===== src/rtl/router_pkg.sv =====
// Shared types for the route lookup ingress stage:
// result reason codes, FSM states and header constants.
package router_pkg;

  localparam int unsigned IPV4_W     = 32;
  localparam int unsigned KEY_W      = 68;
  localparam logic [15:0] ETYPE_IPV4 = 16'h0800;

  typedef enum logic [1:0] {
    REASON_OK       = 2'b00,
    REASON_NOT_IPV4 = 2'b01,
    REASON_SHORT    = 2'b10,
    REASON_NO_ROUTE = 2'b11
  } reason_e;

  typedef enum logic [2:0] {
    ST_IDLE,
    ST_HDR,
    ST_LOOKUP,
    ST_RESULT,
    ST_DRAIN
  } state_e;

endpackage


===== src/rtl/route_lookup_ctrl.sv =====
// Parses an Ethernet/IPv4 byte stream, drives the TCAM key with the
// destination address and returns one next-hop result per frame.
module route_lookup_ctrl
  import router_pkg::*;
#(
  parameter int unsigned ETYPE_OFS  = 12,
  parameter int unsigned DIP_OFS    = 30,
  parameter int unsigned LOOKUP_LAT = 2,
  parameter logic [3:0]  NOROUTE_IF = 4'hF,
  parameter int unsigned CNT_W      = 16
) (
  input  logic              clk,
  input  logic              rst,
  input  logic [7:0]        rx_data,
  input  logic              rx_valid,
  input  logic              rx_sof,
  input  logic              rx_eof,
  output logic              rx_ready,
  output logic [KEY_W-1:0]  tcam_key,
  input  logic [31:0]       tcam_next_hop,
  input  logic [3:0]        tcam_if_idx,
  output logic              res_valid,
  input  logic              res_ready,
  output logic [31:0]       res_dst_ip,
  output logic [31:0]       res_next_hop,
  output logic [3:0]        res_if_idx,
  output logic [1:0]        res_reason,
  output logic [CNT_W-1:0]  stat_ok,
  output logic [CNT_W-1:0]  stat_drop
);

  localparam int unsigned BC_W  = $clog2(DIP_OFS + 5);
  localparam int unsigned LAT_W = (LOOKUP_LAT > 1) ? $clog2(LOOKUP_LAT) : 1;

  state_e              state_q, state_d;
  logic [BC_W-1:0]     byte_cnt_q, byte_cnt_d;
  logic [LAT_W-1:0]    lat_cnt_q, lat_cnt_d;
  logic [7:0]          etype_hi_q, etype_hi_d;
  logic [IPV4_W-1:0]   dst_q, dst_d;
  logic [IPV4_W-1:0]   key_q, key_d;
  logic                eof_seen_q, eof_seen_d;
  logic [31:0]         res_dst_q, res_dst_d;
  logic [31:0]         res_hop_q, res_hop_d;
  logic [3:0]          res_if_q, res_if_d;
  reason_e             res_rsn_q, res_rsn_d;
  logic [CNT_W-1:0]    stat_ok_q, stat_ok_d;
  logic [CNT_W-1:0]    stat_drop_q, stat_drop_d;

  logic                acc;
  logic                drop;
  reason_e             drop_rsn;

  always_comb begin
    state_d     = state_q;
    byte_cnt_d  = byte_cnt_q;
    lat_cnt_d   = lat_cnt_q;
    etype_hi_d  = etype_hi_q;
    dst_d       = dst_q;
    key_d       = key_q;
    eof_seen_d  = eof_seen_q;
    res_dst_d   = res_dst_q;
    res_hop_d   = res_hop_q;
    res_if_d    = res_if_q;
    res_rsn_d   = res_rsn_q;
    stat_ok_d   = stat_ok_q;
    stat_drop_d = stat_drop_q;
    rx_ready    = (state_q == ST_IDLE) ||
                  (state_q == ST_HDR) ||
                  (state_q == ST_DRAIN);
    res_valid   = (state_q == ST_RESULT);
    acc         = rx_valid && rx_ready;
    drop        = 1'b0;
    drop_rsn    = REASON_OK;

    unique case (state_q)
      ST_HDR: begin
        if (acc && !rx_sof) begin
          byte_cnt_d = byte_cnt_q + 1'b1;
          if (byte_cnt_q == BC_W'(ETYPE_OFS))
            etype_hi_d = rx_data;
          if (byte_cnt_q >= BC_W'(DIP_OFS))
            dst_d = {dst_q[23:0], rx_data};
          if (byte_cnt_q == BC_W'(ETYPE_OFS + 1) &&
              {etype_hi_q, rx_data} != ETYPE_IPV4) begin
            drop     = 1'b1;
            drop_rsn = REASON_NOT_IPV4;
          end else if (byte_cnt_q == BC_W'(DIP_OFS + 3)) begin
            key_d      = {dst_q[23:0], rx_data};
            lat_cnt_d  = '0;
            eof_seen_d = rx_eof;
            state_d    = ST_LOOKUP;
          end else if (rx_eof) begin
            drop     = 1'b1;
            drop_rsn = REASON_SHORT;
          end
        end
      end
      ST_LOOKUP: begin
        if (lat_cnt_q == LAT_W'(LOOKUP_LAT - 1)) begin
          res_dst_d = key_q;
          res_hop_d = tcam_next_hop;
          res_if_d  = tcam_if_idx;
          res_rsn_d = (tcam_if_idx == NOROUTE_IF) ?
                      REASON_NO_ROUTE : REASON_OK;
          state_d   = ST_RESULT;
        end else begin
          lat_cnt_d = lat_cnt_q + 1'b1;
        end
      end
      ST_RESULT: begin
        if (res_ready) begin
          if (res_rsn_q == REASON_OK)
            stat_ok_d = stat_ok_q + 1'b1;
          else
            stat_drop_d = stat_drop_q + 1'b1;
          state_d = eof_seen_q ? ST_IDLE : ST_DRAIN;
        end
      end
      ST_DRAIN: begin
        if (acc && rx_eof)
          state_d = ST_IDLE;
      end
      default: ;
    endcase

    // A start-of-frame byte always restarts the parse, even mid-header
    if (acc && rx_sof) begin
      byte_cnt_d = BC_W'(1);
      eof_seen_d = 1'b0;
      dst_d      = '0;
      state_d    = ST_HDR;
      drop       = rx_eof;
      drop_rsn   = REASON_SHORT;
    end

    if (drop) begin
      res_rsn_d  = drop_rsn;
      res_dst_d  = '0;
      res_hop_d  = '0;
      res_if_d   = '0;
      eof_seen_d = rx_eof;
      state_d    = ST_RESULT;
    end
  end

  always_ff @(posedge clk) begin
    if (rst) begin
      state_q     <= ST_IDLE;
      byte_cnt_q  <= '0;
      lat_cnt_q   <= '0;
      etype_hi_q  <= '0;
      dst_q       <= '0;
      key_q       <= '0;
      eof_seen_q  <= 1'b0;
      res_dst_q   <= '0;
      res_hop_q   <= '0;
      res_if_q    <= '0;
      res_rsn_q   <= REASON_OK;
      stat_ok_q   <= '0;
      stat_drop_q <= '0;
    end else begin
      state_q     <= state_d;
      byte_cnt_q  <= byte_cnt_d;
      lat_cnt_q   <= lat_cnt_d;
      etype_hi_q  <= etype_hi_d;
      dst_q       <= dst_d;
      key_q       <= key_d;
      eof_seen_q  <= eof_seen_d;
      res_dst_q   <= res_dst_d;
      res_hop_q   <= res_hop_d;
      res_if_q    <= res_if_d;
      res_rsn_q   <= res_rsn_d;
      stat_ok_q   <= stat_ok_d;
      stat_drop_q <= stat_drop_d;
    end
  end

  assign tcam_key     = {{(KEY_W - IPV4_W){1'b0}}, key_q};
  assign res_dst_ip   = res_dst_q;
  assign res_next_hop = res_hop_q;
  assign res_if_idx   = res_if_q;
  assign res_reason   = res_rsn_q;
  assign stat_ok      = stat_ok_q;
  assign stat_drop    = stat_drop_q;

endmodule


===== config.mk =====
export PLATFORM = sky130hd
export DESIGN_NAME = route_lookup_ctrl
export DESIGN_NICKNAME = d
export VERILOG_FILES = /design/src/rtl/router_pkg.sv /design/src/rtl/route_lookup_ctrl.sv
export SDC_FILE = /design/constraint.sdc
export NUM_CORES = 1
export LEC_CHECK = 0
export ABC_AREA = 1
export CAP_MARGIN = 20
export CORE_MARGIN = 2
export CORE_UTILIZATION = 47
export CTS_CLUSTER_DIAMETER = 30
export DETAILED_ROUTE_END_ITERATION = 8
export MAX_ROUTING_LAYER = met4
export PLACE_DENSITY = 0.78
export SYNTH_ARGS = -nofsm -noshare
export SYNTH_HDL_FRONTEND = slang
export SYNTH_SLANG_ARGS = --single-unit

===== constraint.sdc =====
create_clock -name clk -period 1.8 [get_ports clk]
set_input_delay 0.18 -clock clk [delete_from_list [all_inputs] [get_ports clk]]
set_output_delay 0.18 -clock clk [all_outputs]
set_load 0.01 [all_outputs]

==> results_dict.tcl <==
set metrics [dict create \
    cts.sinks 177 \
    yosys_register_bits 177 \
    arrival_ns 2.03 \
    clk_pin_slew_ns 0.07 \
    wirelength_mm 18.3 \
    cts_hold_buf 0 \
    drtAntennaViolNets 0 \
    wl_per_cell_um 13.2 \
    ios 222 \
    cts_root_buf "clkbuf_16" \
    hold_slack_ns 0.314 \
    synth_top_cell_by_area "dfxtp_1" \
    core_area_um2 15300 \
    areaGrowthSynthToFinish_pct 39.0 \
    status "complete, no violations" \
    die_w_um 129 \
    grt_pass1_vias 5798 \
    fin_crit_sh 0.958 \
    place.port_buffers 185 \
    finalSetupViolCount 0 \
    p_per_area_nw_per_um2 891 \
    hp-class "input pin to flop" \
    drt_pass1_iterations 5 \
    final_common_cell "nand2_1" \
    synth.yosys.seq_area_share 0.481 \
    grt_pass1_wl_mm 27.4 \
    worst_skew_pair.late_latency_ns 0.42 \
    gp_congestion 0.894 \
    dieArea_um2 16700 \
    top_layer "met4" \
    cap_violations 0 \
    overflow 0 \
    p_total_mw 9.12 \
    fin_util 0.671 \
    fin_worst_skew_ns 0.00641 \
    wl_met3_um 834 \
    drc 0 \
    final_cell_mix "nand2_1, clkdlybuf4s50_1, dfxtp_1" \
    die_h_um 129 \
    antenna_cells 0 \
    p_leak_nw 3.71 \
    drv_slew 0 \
    synth_cells 960 \
    cts_max_level 4 \
    cts_tree "done" \
    antenna_found_initial 0 \
    drive_above_1_share 0.115 \
    finalHoldViolations 0 \
    track_usage 0.207 \
    synth_top_area_share 0.481 \
    ys_top_cells_by_area "dfxtp_1, nand2_1, a21oi_1" \
    initial_core_util 0.482 \
    clock_path_buffers 2 \
    worstPathMaxFanout 16 \
    nets 1221 \
    final.setup.tns_ns 0 \
    drtIter0Drc 440 \
    critPathRequiredTime_ns 2.10 \
    grt_max_degree 69 \
    synth_area_um2 7360 \
    synth.avg_cell_area_um2 7.67 \
    cts_buffers 17 \
    synth_warnings 0 \
    dp_hpwl_mm 12.6 \
    cp-end-kind "flop" \
    min_period_ns 1.72 \
    worstSetupStartpointType "flop" \
    path_class "flop to flop" \
    vias 6764 \
    max_freq_mhz 580 \
    fill_cells 1307 \
    rsz0062_at_grt "true" \
    wl_met1_mm 8.17 \
    vdd_drop_max_mv 0.586 \
    core.rowCount 45 \
    met2WireLength_mm 9.16 \
    synth_cell_type_count 36 \
    viasPerCell 4.87 \
]
-- layer usage --
layer | track usage | vias to the layer above
li1 | - | 3449
met1 | 0.262 | 3128
met2 | 0.341 | 173
met3 | 0.0409 | 14
met4 | 0.0512 | 0
met5 | - | -
-- worst max-delay path: stages (launching register included) --
cell and delay, ns:
dfxtp_1 0.31, inv_1 0.09, ha_2 0.21, nand3_2 0.12
nor3_2 0.24, nand3_4 0.18, clkbuf_16 0.22, o21ai_0 0.17
a21oi_1 0.07
-- final timing paths --
path	startpoint	endpoint	slack, ns	cells after the start
worst min-delay path	tcam_next_hop[21]	res_next_hop[21]	0.31	3
worst max-delay path	byte_cnt_q[1]	key_q[13]	0.08	8
worst max register to register	byte_cnt_q[1]	key_q[13]	0.08	8
worst min register to register	stat_drop[15]	stat_drop[15]	0.45	1
-- metrics by stage --
step	setup slack, ns	cell area [µm²]	instances
finish	0.0754	10200	1389
global route	-0.0756	10200	1389
CTS	0.00327	10100	1383
detailed placement	-0.136	9530	1350
global placement	-0.0983	9530	1350
floorplan	0.106	7490	995
-- final cells by class --
class | count | area (µm²) | share of cell area
flip-flops and latches | 177 | 3550 | 0.347
repair inverters | 3 | 22.5 | 0.00220
repair buffers | 228 | 2310 | 0.225
clock buffers | 18 | 439 | 0.0429
clock inverters | 14 | 120 | 0.0117
inverters | 97 | 368 | 0.0359
multi-input cells | 641 | 3170 | 0.309
well taps | 211 | 264 | 0.0258
-- synthesized netlist by cell type --
master	count
nor3b_1	1
a21boi_0	1
inv_2	6
a31oi_1	2
nor3_4	1
dfxtp_1	177
nand3_2	4
o211ai_1	1
clkbuf_1	24
nor2_4	2
a211oi_1	1
nor2_2	1
o21ai_0	90
a21oi_1	130
and3_1	1
nand4_1	12
nor3b_2	1
xor2_1	7
nor3_1	14
buf_6	3
inv_1	91
buf_1	1
nand2_4	1
ha_1	6
buf_2	15
o31ai_1	1
nand4_4	2
nor2_1	90
nand2_1	189
a21oi_2	21
nand3_1	22
nand2_2	1
buf_4	37
conb_1	1
nor3_2	2
nor4_2	1
-- kinds of logic (layout without fill, tap and decap cells) --
group / after synthesis / in the layout / share of synthesized area
and+or+nand+nor: 345 / 345 / 0.205
xor gates and xnor gates: 7 / 7 / 0.00833
DFF: 177 / 177 / 0.481
other: 1 / 36 / 0.000509
buffers and inverters: 177 / 360 / 0.115
adders and majority gates: 6 / 6 / 0.0102
AOI/OAI and AO/OA: 247 / 247 / 0.180
-- report_power, final --
part / switching, mW / internal [mW]
clock: 1.60 / 1.85
combinational: 0.887 / 0.640
sequential: 0.109 / 4.04
-- sequential cells by signal (all words and copies together), names as in the netlist, 2 cells and up --
signal / count
dst_q: 24
res_if_idx: 4
etype_hi_q: 8
key_q: 32
stat_ok: 16
stat_drop: 16
state_q: 3
byte_cnt_q: 6
res_dst_ip: 32
res_reason: 2
res_next_hop: 32
-- timing repair --
action                                  in CTS  in global routing
endpoints found under the setup margin       7                135
gates cloned                                 0                  5
gates resized for setup                     10                 19
pin swaps                                    2                  1
endpoints found under the hold margin        0                  0
setup buffers                                1                  1
Power figures use the tool's default switching activity.
